--- config.mk ---
export PLATFORM = sky130hd
export DESIGN_NAME = stopwatch_lap_mux_flat
export DESIGN_NICKNAME = d
export VERILOG_FILES = /design/src/rtl/stopwatch_lap_mux_if.sv /design/src/rtl/stopwatch_lap_mux.sv /design/src/flat_wrapper.sv
export SDC_FILE = /design/constraint.sdc
export NUM_CORES = 1
export LEC_CHECK = 0
export BUFFER_PORTS_ARGS = -buffer_cell sky130_fd_sc_hd__buf_2
export CORE_ASPECT_RATIO = 1.5
export CORE_UTILIZATION = 52
export DETAILED_ROUTE_END_ITERATION = 6
export PLACE_DENSITY_LB_ADDON = 0.2
export SLEW_MARGIN = 20
export SYNTH_ARGS = -nofsm -noshare
export SYNTH_HDL_FRONTEND = slang
export SYNTH_SLANG_ARGS = --single-unit
--- constraint.sdc ---
create_clock -name sys_clk -period 3.4 [get_ports sys_clk]
set_clock_uncertainty 0.2 [all_clocks]
set_input_delay 0.34 -clock sys_clk [delete_from_list [all_inputs] [get_ports sys_clk]]
set_output_delay 0.34 -clock sys_clk [all_outputs]
set_load 0.01 [all_outputs]
--- src/rtl/stopwatch_lap_mux_if.sv ---
// rtl/stopwatch_lap_mux_if.sv - Raw buttons in, 7-segment bank and status flags out.
interface stopwatch_lap_mux_if #(
    parameter int DIGITS = 4
);
    logic              sys_startstopbtn;
    logic              sys_lapbtn;
    logic [7:0]        segLED;
    logic [DIGITS-1:0] segBlock;
    logic              running;
    logic              lap_active;
    logic              overflow;

    modport master (
        input  sys_startstopbtn, sys_lapbtn,
        output segLED, segBlock, running, lap_active, overflow
    );

    modport slave (
        output sys_startstopbtn, sys_lapbtn,
        input  segLED, segBlock, running, lap_active, overflow
    );
endinterface

--- src/rtl/stopwatch_lap_mux.sv ---
// rtl/stopwatch_lap_mux.sv - Debounced start/lap stopwatch, cascaded digit chain, scanned 7-seg driver.
// Optional macro STOPWATCH_LEADING_ZERO_BLANK_EN blanks leading zero digits from digit 2 upward.
module stopwatch_lap_mux #(
    parameter int CLK_HZ          = 27_000_000,
    parameter int TICK_HZ         = 10,
    parameter int DIGITS          = 4,
    parameter int SCAN_HZ         = 240,
    parameter int DEBOUNCE_CYCLES = 270_000
) (
    input  logic                sys_clk,
    input  logic                sys_rst_n,
    stopwatch_lap_mux_if.master io
);
    localparam int TICK_DIV = CLK_HZ / TICK_HZ;
    localparam int SCAN_DIV = CLK_HZ / SCAN_HZ;
    localparam int PW       = (TICK_DIV > 1) ? $clog2(TICK_DIV) : 1;
    localparam int SW       = (SCAN_DIV > 1) ? $clog2(SCAN_DIV) : 1;
    localparam int DW       = (DEBOUNCE_CYCLES > 1) ? $clog2(DEBOUNCE_CYCLES) : 1;
    localparam int SLW      = $clog2(DIGITS);

    typedef enum logic [1:0] {ST_STOPPED, ST_RUNNING, ST_LAP} state_t;

    // Button index 0 is start/stop, index 1 is lap/clear.
    logic [1:0]             sync1_q, sync1_d, sync2_q, sync2_d;
    logic [1:0]             level_q, level_d, press_q, press_d;
    logic [1:0][DW-1:0]     db_cnt_q, db_cnt_d;
    state_t                 state_q, state_d;
    logic [PW-1:0]          presc_q, presc_d;
    logic [DIGITS-1:0][3:0] digit_q, digit_d, snap_q, snap_d, digit_inc, disp_digits;
    logic                   overflow_q, overflow_d;
    logic [SW-1:0]          scan_q, scan_d;
    logic [SLW-1:0]         slot_q, slot_d;
    logic [7:0]             seg_q, seg_d;
    logic                   counting, tick, chain_wrap, blank;
    logic [3:0]             sel_val;

    function automatic logic [3:0] digit_max(input int i);
        return (i == 2 || i == 4) ? 4'd5 : 4'd9;
    endfunction

    function automatic logic [6:0] seg7(input logic [3:0] v);
        case (v)
            4'd0:    return 7'h3F;
            4'd1:    return 7'h06;
            4'd2:    return 7'h5B;
            4'd3:    return 7'h4F;
            4'd4:    return 7'h66;
            4'd5:    return 7'h6D;
            4'd6:    return 7'h7D;
            4'd7:    return 7'h07;
            4'd8:    return 7'h7F;
            4'd9:    return 7'h6F;
            default: return 7'h00;
        endcase
    endfunction

    // A level only moves after DEBOUNCE_CYCLES consecutive disagreeing samples.
    always_comb begin
        sync1_d = {io.sys_lapbtn, io.sys_startstopbtn};
        sync2_d = sync1_q;
        for (int b = 0; b < 2; b++) begin
            level_d[b]  = level_q[b];
            press_d[b]  = 1'b0;
            db_cnt_d[b] = '0;
            if (sync2_q[b] != level_q[b]) begin
                if (db_cnt_q[b] == DW'(DEBOUNCE_CYCLES - 1)) begin
                    level_d[b] = sync2_q[b];
                    press_d[b] = sync2_q[b];
                end else begin
                    db_cnt_d[b] = db_cnt_q[b] + 1'b1;
                end
            end
        end
    end

    assign counting = (state_q != ST_STOPPED);
    assign tick     = counting && (presc_q == PW'(TICK_DIV - 1));

    always_comb begin : digit_chain
        logic carry;
        carry     = tick;
        digit_inc = digit_q;
        for (int i = 0; i < DIGITS; i++) begin
            if (carry) begin
                if (digit_q[i] == digit_max(i)) begin
                    digit_inc[i] = 4'd0;
                end else begin
                    digit_inc[i] = digit_q[i] + 4'd1;
                    carry        = 1'b0;
                end
            end
        end
        chain_wrap = carry;
    end

    always_comb begin
        state_d    = state_q;
        presc_d    = presc_q;
        digit_d    = digit_q;
        snap_d     = snap_q;
        overflow_d = overflow_q;
        if (counting) begin
            presc_d = tick ? '0 : presc_q + 1'b1;
            digit_d = digit_inc;
            if (chain_wrap) overflow_d = 1'b1;
        end
        // Start is tested first so a simultaneous lap press is dropped.
        case (state_q)
            ST_STOPPED: begin
                if (press_q[0]) begin
                    state_d = ST_RUNNING;
                end else if (press_q[1]) begin
                    digit_d    = '0;
                    presc_d    = '0;
                    overflow_d = 1'b0;
                end
            end
            ST_RUNNING: begin
                if (press_q[0]) begin
                    state_d = ST_STOPPED;
                end else if (press_q[1]) begin
                    state_d = ST_LAP;
                    snap_d  = digit_q;
                end
            end
            ST_LAP: begin
                if (press_q[0])      state_d = ST_STOPPED;
                else if (press_q[1]) state_d = ST_RUNNING;
            end
            default: state_d = ST_STOPPED;
        endcase
    end

    // segLED is loaded from the slot being switched to, keeping it aligned with segBlock.
    always_comb begin
        scan_d      = scan_q + 1'b1;
        slot_d      = slot_q;
        seg_d       = seg_q;
        disp_digits = (state_q == ST_LAP) ? snap_q : digit_q;
        sel_val     = 4'd0;
        blank       = 1'b0;
        if (scan_q == SW'(SCAN_DIV - 1)) begin
            scan_d  = '0;
            slot_d  = (slot_q == SLW'(DIGITS - 1)) ? '0 : slot_q + 1'b1;
            sel_val = disp_digits[slot_d];
`ifdef STOPWATCH_LEADING_ZERO_BLANK_EN
            blank = (int'(slot_d) >= 2);
            for (int i = 0; i < DIGITS; i++) begin
                if (i >= int'(slot_d) && disp_digits[i] != 4'd0) blank = 1'b0;
            end
`else
            blank = 1'b0;
`endif
            seg_d = {(int'(slot_d) == 1 || int'(slot_d) == 3),
                     blank ? 7'h00 : seg7(sel_val)};
        end
    end

    always_ff @(posedge sys_clk) begin
        if (!sys_rst_n) begin
            sync1_q    <= '0;
            sync2_q    <= '0;
            level_q    <= '0;
            press_q    <= '0;
            db_cnt_q   <= '0;
            state_q    <= ST_STOPPED;
            presc_q    <= '0;
            digit_q    <= '0;
            snap_q     <= '0;
            overflow_q <= 1'b0;
            scan_q     <= '0;
            slot_q     <= '0;
            seg_q      <= 8'h00;
        end else begin
            sync1_q    <= sync1_d;
            sync2_q    <= sync2_d;
            level_q    <= level_d;
            press_q    <= press_d;
            db_cnt_q   <= db_cnt_d;
            state_q    <= state_d;
            presc_q    <= presc_d;
            digit_q    <= digit_d;
            snap_q     <= snap_d;
            overflow_q <= overflow_d;
            scan_q     <= scan_d;
            slot_q     <= slot_d;
            seg_q      <= seg_d;
        end
    end

    assign io.segLED     = seg_q;
    assign io.segBlock   = ~(DIGITS'(1) << slot_q);
    assign io.running    = counting;
    assign io.lap_active = (state_q == ST_LAP);
    assign io.overflow   = overflow_q;
endmodule

--- src/flat_wrapper.sv ---
// flat-port wrapper written by rule: the top's interface ports become plain ports
module stopwatch_lap_mux_flat 
#(
    parameter int CLK_HZ          = 27_000_000,
    parameter int TICK_HZ         = 10,
    parameter int DIGITS          = 4,
    parameter int SCAN_HZ         = 240,
    parameter int DEBOUNCE_CYCLES = 270_000
)
  (sys_clk, sys_rst_n, io_sys_startstopbtn, io_sys_lapbtn, io_segLED, io_segBlock, io_running, io_lap_active, io_overflow);
  stopwatch_lap_mux_if #(.DIGITS(DIGITS)) io_i ();
  input  logic sys_clk;
  input  logic sys_rst_n;
  input wire logic [$bits(io_i.sys_startstopbtn)-1:0] io_sys_startstopbtn;
  input wire logic [$bits(io_i.sys_lapbtn)-1:0] io_sys_lapbtn;
  output wire logic [$bits(io_i.segLED)-1:0] io_segLED;
  output wire logic [$bits(io_i.segBlock)-1:0] io_segBlock;
  output wire logic [$bits(io_i.running)-1:0] io_running;
  output wire logic [$bits(io_i.lap_active)-1:0] io_lap_active;
  output wire logic [$bits(io_i.overflow)-1:0] io_overflow;
  assign io_i.sys_startstopbtn = io_sys_startstopbtn;
  assign io_i.sys_lapbtn = io_sys_lapbtn;
  assign io_segLED = io_i.segLED;
  assign io_segBlock = io_i.segBlock;
  assign io_running = io_i.running;
  assign io_lap_active = io_i.lap_active;
  assign io_overflow = io_i.overflow;
  stopwatch_lap_mux #(.CLK_HZ(CLK_HZ), .TICK_HZ(TICK_HZ), .DIGITS(DIGITS), .SCAN_HZ(SCAN_HZ), .DEBOUNCE_CYCLES(DEBOUNCE_CYCLES)) u_core (.sys_clk(sys_clk), .sys_rst_n(sys_rst_n), .io(io_i));
endmodule
==> impl_metrics.tcl, run 1 <==
set metrics [dict create \
    status "completed" \
    ys_seq_area_share_pct 43.6 \
    final_area_mm2 0.00675 \
    ir_drop_mv 0.373 \
    yosys_most_used_dff "dfxtp_1" \
    drtIter0Drc 199 \
    cp-start-kind "register" \
    p_leak_nw 2.43 \
    reg2reg_depth 8 \
    synthCells 668 \
    post-route-drc-count 0 \
    vias_per_cell 5.34 \
    place.gp.congestion 0.787 \
    grt_max_degree 29 \
    fin_crit_sh_pct 87.0 \
    async_flop_share_pct 0 \
    start_util_pct 53.5 \
    critPathArrivalTime_ns 3.09 \
    fmax_mhz 338 \
    wl_um 11500 \
    reg2reg_from "u_core.state_q[0]" \
    antenna_found_initial 0 \
    cts_tree "yes" \
    place_inst 819 \
    synth_area_leaders "dfxtp_1 44%, xor2_1 7.5%, nor2_1 7.0%, nand2_1 4.4%, xnor2_1 4.0%" \
    ys_seq_elements 129 \
    vias 4558 \
    insertion_delay_ns 0.42 \
    period_needed_ns 2.96 \
    maxSlewViolCount 0 \
    critPathTopFamily "multiplexers" \
    fin_cells 853 \
    path_cells "nand2b_1 -> mux4_2 -> mux2i_1 -> inv_1 -> ha_1 -> o211ai_1 -> a21oi_1 -> nor3_1" \
    timing.rr.end "u_core.io.segLED[5]" \
    synth_nets 686 \
    final_nets 711 \
    finalSetupViolCount 0 \
    routedWlPerCell_um 13.5 \
    core_mm2 0.0111 \
    criticalPathCategory "reg -> reg" \
    cts.root.buffer_cell "clkbuf_16" \
    cp_slowest_stage_delay_ns 0.56 \
    power_density_mw_per_mm2 492 \
    critical_path_required_ns 3.53 \
    ios 19 \
    worstPathMaxFanout 9 \
    io_buffers 18 \
    min_to "u_core.press_q[1]" \
    final.setup.tns_ns 0 \
    grtUsageTotal_pct 21.0 \
    rsz0062_at_grt "false" \
    drive_gt1_share_pct 11.5 \
    ant_nets 0 \
    htree_levels 4 \
    cts_resized 0 \
    hold_path.class "in -> reg" \
    synth_edf_count 0 \
    cts_buffers 17 \
    postPlaceCellArea_mm2 0.00615 \
    post_cts_buffers 0 \
    yosysWarnings 0 \
    yosysTopAreaCellShare_pct 43.6 \
    dp_hpwl_um 8110 \
    cap_viol_max_count 0 \
    dieWidth_um 89.1 \
    min_path_cells 3 \
    syn_area_mm2 0.00592 \
    clockBufferDepth 2 \
    layout_commonest_cell "dfxtp_1" \
    grt_pass1_vias 4491 \
    worstHoldStart "sys_rst_n" \
    cts.sinks 129 \
    dr.pass1.iters 4 \
    rows 47 \
    die-area_mm2 0.0118 \
    avgSynthCellArea_um2 8.86 \
    grt_pass1_wl_um 19600 \
    antennaDiodeCount 0 \
    synth_top_area_cell "dfxtp_1" \
    overflow 0 \
    hold_buffers 2 \
    finalHoldViolCount 0 \
    mostFrequentLayoutCells "129 x dfxtp_1, 111 x nor2_1, 70 x nand2_1" \
    fp.dieH_um 133 \
    p_total_w 0.00333 \
    worstSetupEndpointType "register" \
    synth_cell_types 55 \
    worst_slew_pin_slew_ns 0.777 \
    relSlewSlack_pct 47.8 \
    area_growth_pct 14.1 \
    clk_pin_slew_ns 0.06 \
    rrSetupSlack_ns 0.44 \
    slowest_stage "mux4_2" \
    worstPathBufferInverterCount 1 \
]
==> logic make-up after synthesis <==
family	count (synthesis)	share of synthesized area [%]
buffers and inverters	46	3.45
AO/OA/AOI/OAI	57	6.09
flip-flops	129	43.6
multiplexers	18	4.76
XOR/XNOR	78	11.5
adder cells (fa/ha/maj)	14	2.96
AND/OR/NAND/NOR	326	27.6
==> Yosys cell counts (14+ instances only) <==
master / n
inv_1: 21
a21oi_1: 14
nor2_1: 111
nand4_1: 19
xor2_1: 51
dfxtp_1: 129
nand3_1: 32
xnor2_1: 27
ha_1: 14
a21boi_0: 17
clkbuf_1: 16
nand2_1: 70
and3_1: 16
==> routing by layer <==
| metal | track usage, % | part of all wire (%) | vias up |
|---|---|---|---|
| met1 | 22.6 | 42 | 2160 |
| met5 | 0 | 0 | - |
| met4 | 9.17 | 2.7 | 0 |
| met3 | 5.05 | 2.7 | 26 |
| li1 | - | - | 2312 |
| met2 | 37.8 | 53 | 60 |
==> metrics by stage <==
step,setup WS (ns),hold slack (ns),util [%]
floorplan,0.776,0.212,-
global placement,0.554,0.224,55.7
detailed placement,0.434,0.226,55.7
CTS,0.412,0.172,61.1
global route,0.135,0.198,61.1
finish,0.442,0.163,61.1
==> cell type report <==
cell class,instances,area [um^2]
clock inverters,13,136
well taps,147,184
repair buffers,30,185
flip-flops and latches,129,2580
inverters,22,82.6
multi-input cells,493,3140
fillers,995,4300
clock buffers,19,443
==> report_power, final <==
group / internal [W] / total (W) / switching (W)
clock: 0.00109 / 0.00176 / 0.000669
sequential: 0.00152 / 0.00152 / 0.00000434
combinational: 0.0000146 / 0.0000398 / 0.0000251
total: 0.00263 / 0.00333 / 0.000698
==> worst min-delay path: stages <==
cell and delay (ns):
buf_2 0.24, nand2_1 0.12, nor3_1 0.03
==> worst max-delay path by stage <==
stage | startpoint | endpoint | depth (start not counted)
floorplan | u_core.state_q[0] | u_core.io.segLED[5] | 10
global route | u_core.state_q[0] | u_core.io.segLED[6] | 8
CTS | u_core.state_q[0] | u_core.io.segLED[5] | 8
finish | u_core.state_q[0] | u_core.io.segLED[5] | 8
global placement | u_core.state_q[0] | u_core.io.segLED[6] | 8
detailed placement | u_core.state_q[0] | u_core.io.segLED[5] | 8
==> state kept, by name (all words and copies together) (netlist names), 7 cells and up <==
register / count
u_core.presc_q: 22
u_core.scan_q: 17
u_core.snap_q: 16
u_core.io.segLED: 7
u_core.db_cnt_q: 38
u_core.digit_q: 16
(Power assumes the default switching activity.)
==> run 2: changes to the inputs <==
==> constraint.sdc (replaced) <==
create_clock -name sys_clk -period 2.9 [get_ports sys_clk]
set_clock_uncertainty 0.2 [all_clocks]
set_input_delay 0.29 -clock sys_clk [delete_from_list [all_inputs] [get_ports sys_clk]]
set_output_delay 0.29 -clock sys_clk [all_outputs]
set_load 0.01 [all_outputs]
==> impl_metrics.tcl, run 2 (synthesis results as in run 1) <==
set metrics [dict create \
    status "completed" \
    critPathArrivalTime_ns 2.88 \
    io_buffers 18 \
    rrSetupSlack_ns 0.16 \
    grt_max_degree 21 \
    final_area_mm2 0.00683 \
    critPathTopFamily "simple AND/OR/NAND/NOR gates" \
    fp.dieH_um 133 \
    grtUsageTotal_pct 20.6 \
    nFillCells 977 \
    htree_levels 4 \
    finalSetupViolCount 0 \
    place_inst 825 \
    cap_viol_max_count 0 \
    drtIter0Drc 116 \
    worstSetupEndpointType "register" \
    final_nets 717 \
    path_cells "or4b_1 -> or4_1 -> or4b_4 -> or4_1 -> a21oi_1" \
    reg2reg_from "u_core.presc_q[8]" \
    routedWlPerCell_um 13.0 \
    post-route-drc-count 0 \
    cp_num_cells 5 \
    area_growth_pct 15.4 \
    cts.root.buffer_cell "clkbuf_16" \
    cpMostUsedCell "or4_1" \
    dr.pass1.iters 4 \
    relSlewSlack_pct 56.6 \
    dieWidth_um 89.1 \
    cp_slowest_stage_delay_ns 0.53 \
    die-area_mm2 0.0118 \
    insertion_delay_ns 0.41 \
    antenna_found_initial 0 \
    antennaDiodeCount 0 \
    power_density_mw_per_mm2 582 \
    final_core_util_pct 61.8 \
    grt_pass1_vias 4505 \
    vias_per_cell 5.31 \
    fin_crit_sh_pct 94.3 \
    cts_buffers 17 \
    regMostFlops "u_core.db_cnt_q" \
    wl_um 11200 \
    fmax_mhz 366 \
    clockBufferDepth 2 \
    p_leak_nw 2.48 \
    dp_hpwl_um 7870 \
    critical_path_required_ns 3.04 \
    rsz0062_at_grt "false" \
    start_util_pct 53.5 \
    startpoint "u_core.presc_q[8]" \
    final.setup.tns_ns 0 \
    reg2reg_depth 5 \
    ios 19 \
    ant_nets 0 \
    vias 4564 \
    cts_tree "yes" \
    grt_pass1_wl_um 19300 \
    clk_pin_slew_ns 0.06 \
    cts.sinks 129 \
    place.gp.congestion 0.798 \
    largestRegisters "u_core.db_cnt_q x38, u_core.presc_q x22, u_core.scan_q x17" \
    postPlaceCellArea_mm2 0.00621 \
    largest_reg_flops 38 \
    slowest_stage "or4b_1" \
    period_needed_ns 2.74 \
    core_mm2 0.0111 \
    hold_path.class "in -> reg" \
    timing.rr.end "u_core.digit_q[1]" \
    worstHoldStart "sys_rst_n" \
    finalHoldViolCount 0 \
    ir_drop_mv 0.380 \
    cp-start-kind "register" \
    criticalPathCategory "reg -> reg" \
    rows 47 \
    maxSlewViolCount 0 \
    cts_resized 0 \
    drive_gt1_share_pct 11.9 \
    worst_slew_pin_slew_ns 0.650 \
    layout_commonest_cell "dfxtp_1" \
    fin_cells 859 \
    worstPathBufferInverterCount 0 \
    overflow 0 \
    crit_end "u_core.digit_q[1]" \
    worstPathMaxFanout 6 \
    mostFrequentLayoutCells "129 x dfxtp_1, 111 x nor2_1, 70 x nand2_1" \
]
==> run 2: worst min path at each step <==
| stage | to | cells past startpoint |
|---|---|---|
| floorplan | u_core.sync2_q[0] | 1 |
| global placement | u_core.scan_q[0] | 1 |
| detailed placement | u_core.sync2_q[1] | 1 |
| CTS | u_core.press_q[1] | 3 |
| global route | u_core.press_q[1] | 3 |
| finish | u_core.press_q[1] | 3 |
==> run 2: metal layers <==
layer  up-vias  track usage (%)  wire length, um  part of all wire [%]
li1       2325                -                -                     -
met1      2177             21.9             4680                    42
met2        44             37.5             6030                    54
met3        18             5.24              272                   2.4
met4         0             8.47              207                   1.9
met5         -                0                0                     0
==> run 2: worst min-delay path, delay by kind of cell <==
kind	cells	cell delay, ns
buffers and inverters	1	0.22
and+or+nand+nor	2	0.16
==> run 2: area by class of cell <==
| type | instances | area, um^2 | area share (%) |
|---|---|---|---|
| Tap cell | 147 | 184 | 2.69 |
| Clock buffer | 22 | 464 | 6.80 |
| Inverter | 22 | 82.6 | 1.21 |
| Clock inverter | 10 | 134 | 1.96 |
| Sequential cell | 129 | 2580 | 37.8 |
| Timing Repair Buffer | 36 | 243 | 3.55 |
| Multi-Input combinational cell | 493 | 3140 | 46.0 |
==> run 2: what timing repair did <==
action	in CTS	in global routing
setup buffers	0	0
hold buffers	2	0
endpoints found under the hold margin	2	0
==> run 2: where the power goes <==
part	internal, W	switching (W)	leakage, nW	total, W
clock	0.00139	0.000748	0.290	0.00214
combinational	0.0000188	0.0000310	1.15	0.0000498
sequential	0.00178	0.00000502	1.04	0.00179
total	0.00319	0.000784	2.48	0.00397
==> run 2: metrics by stage <==
| stage | setup WS (ns) | total power, W | hold slack, ns |
|---|---|---|---|
| floorplan | 0.276 | 0.00186 | 0.212 |
| detailed placement | 0.166 | 0.00187 | 0.229 |
| global placement | 0.256 | 0.00187 | 0.227 |
| finish | 0.165 | 0.00397 | 0.107 |
| global route | 0.0670 | 0.00409 | 0.114 |
| CTS | 0.157 | 0.00401 | 0.0958 |
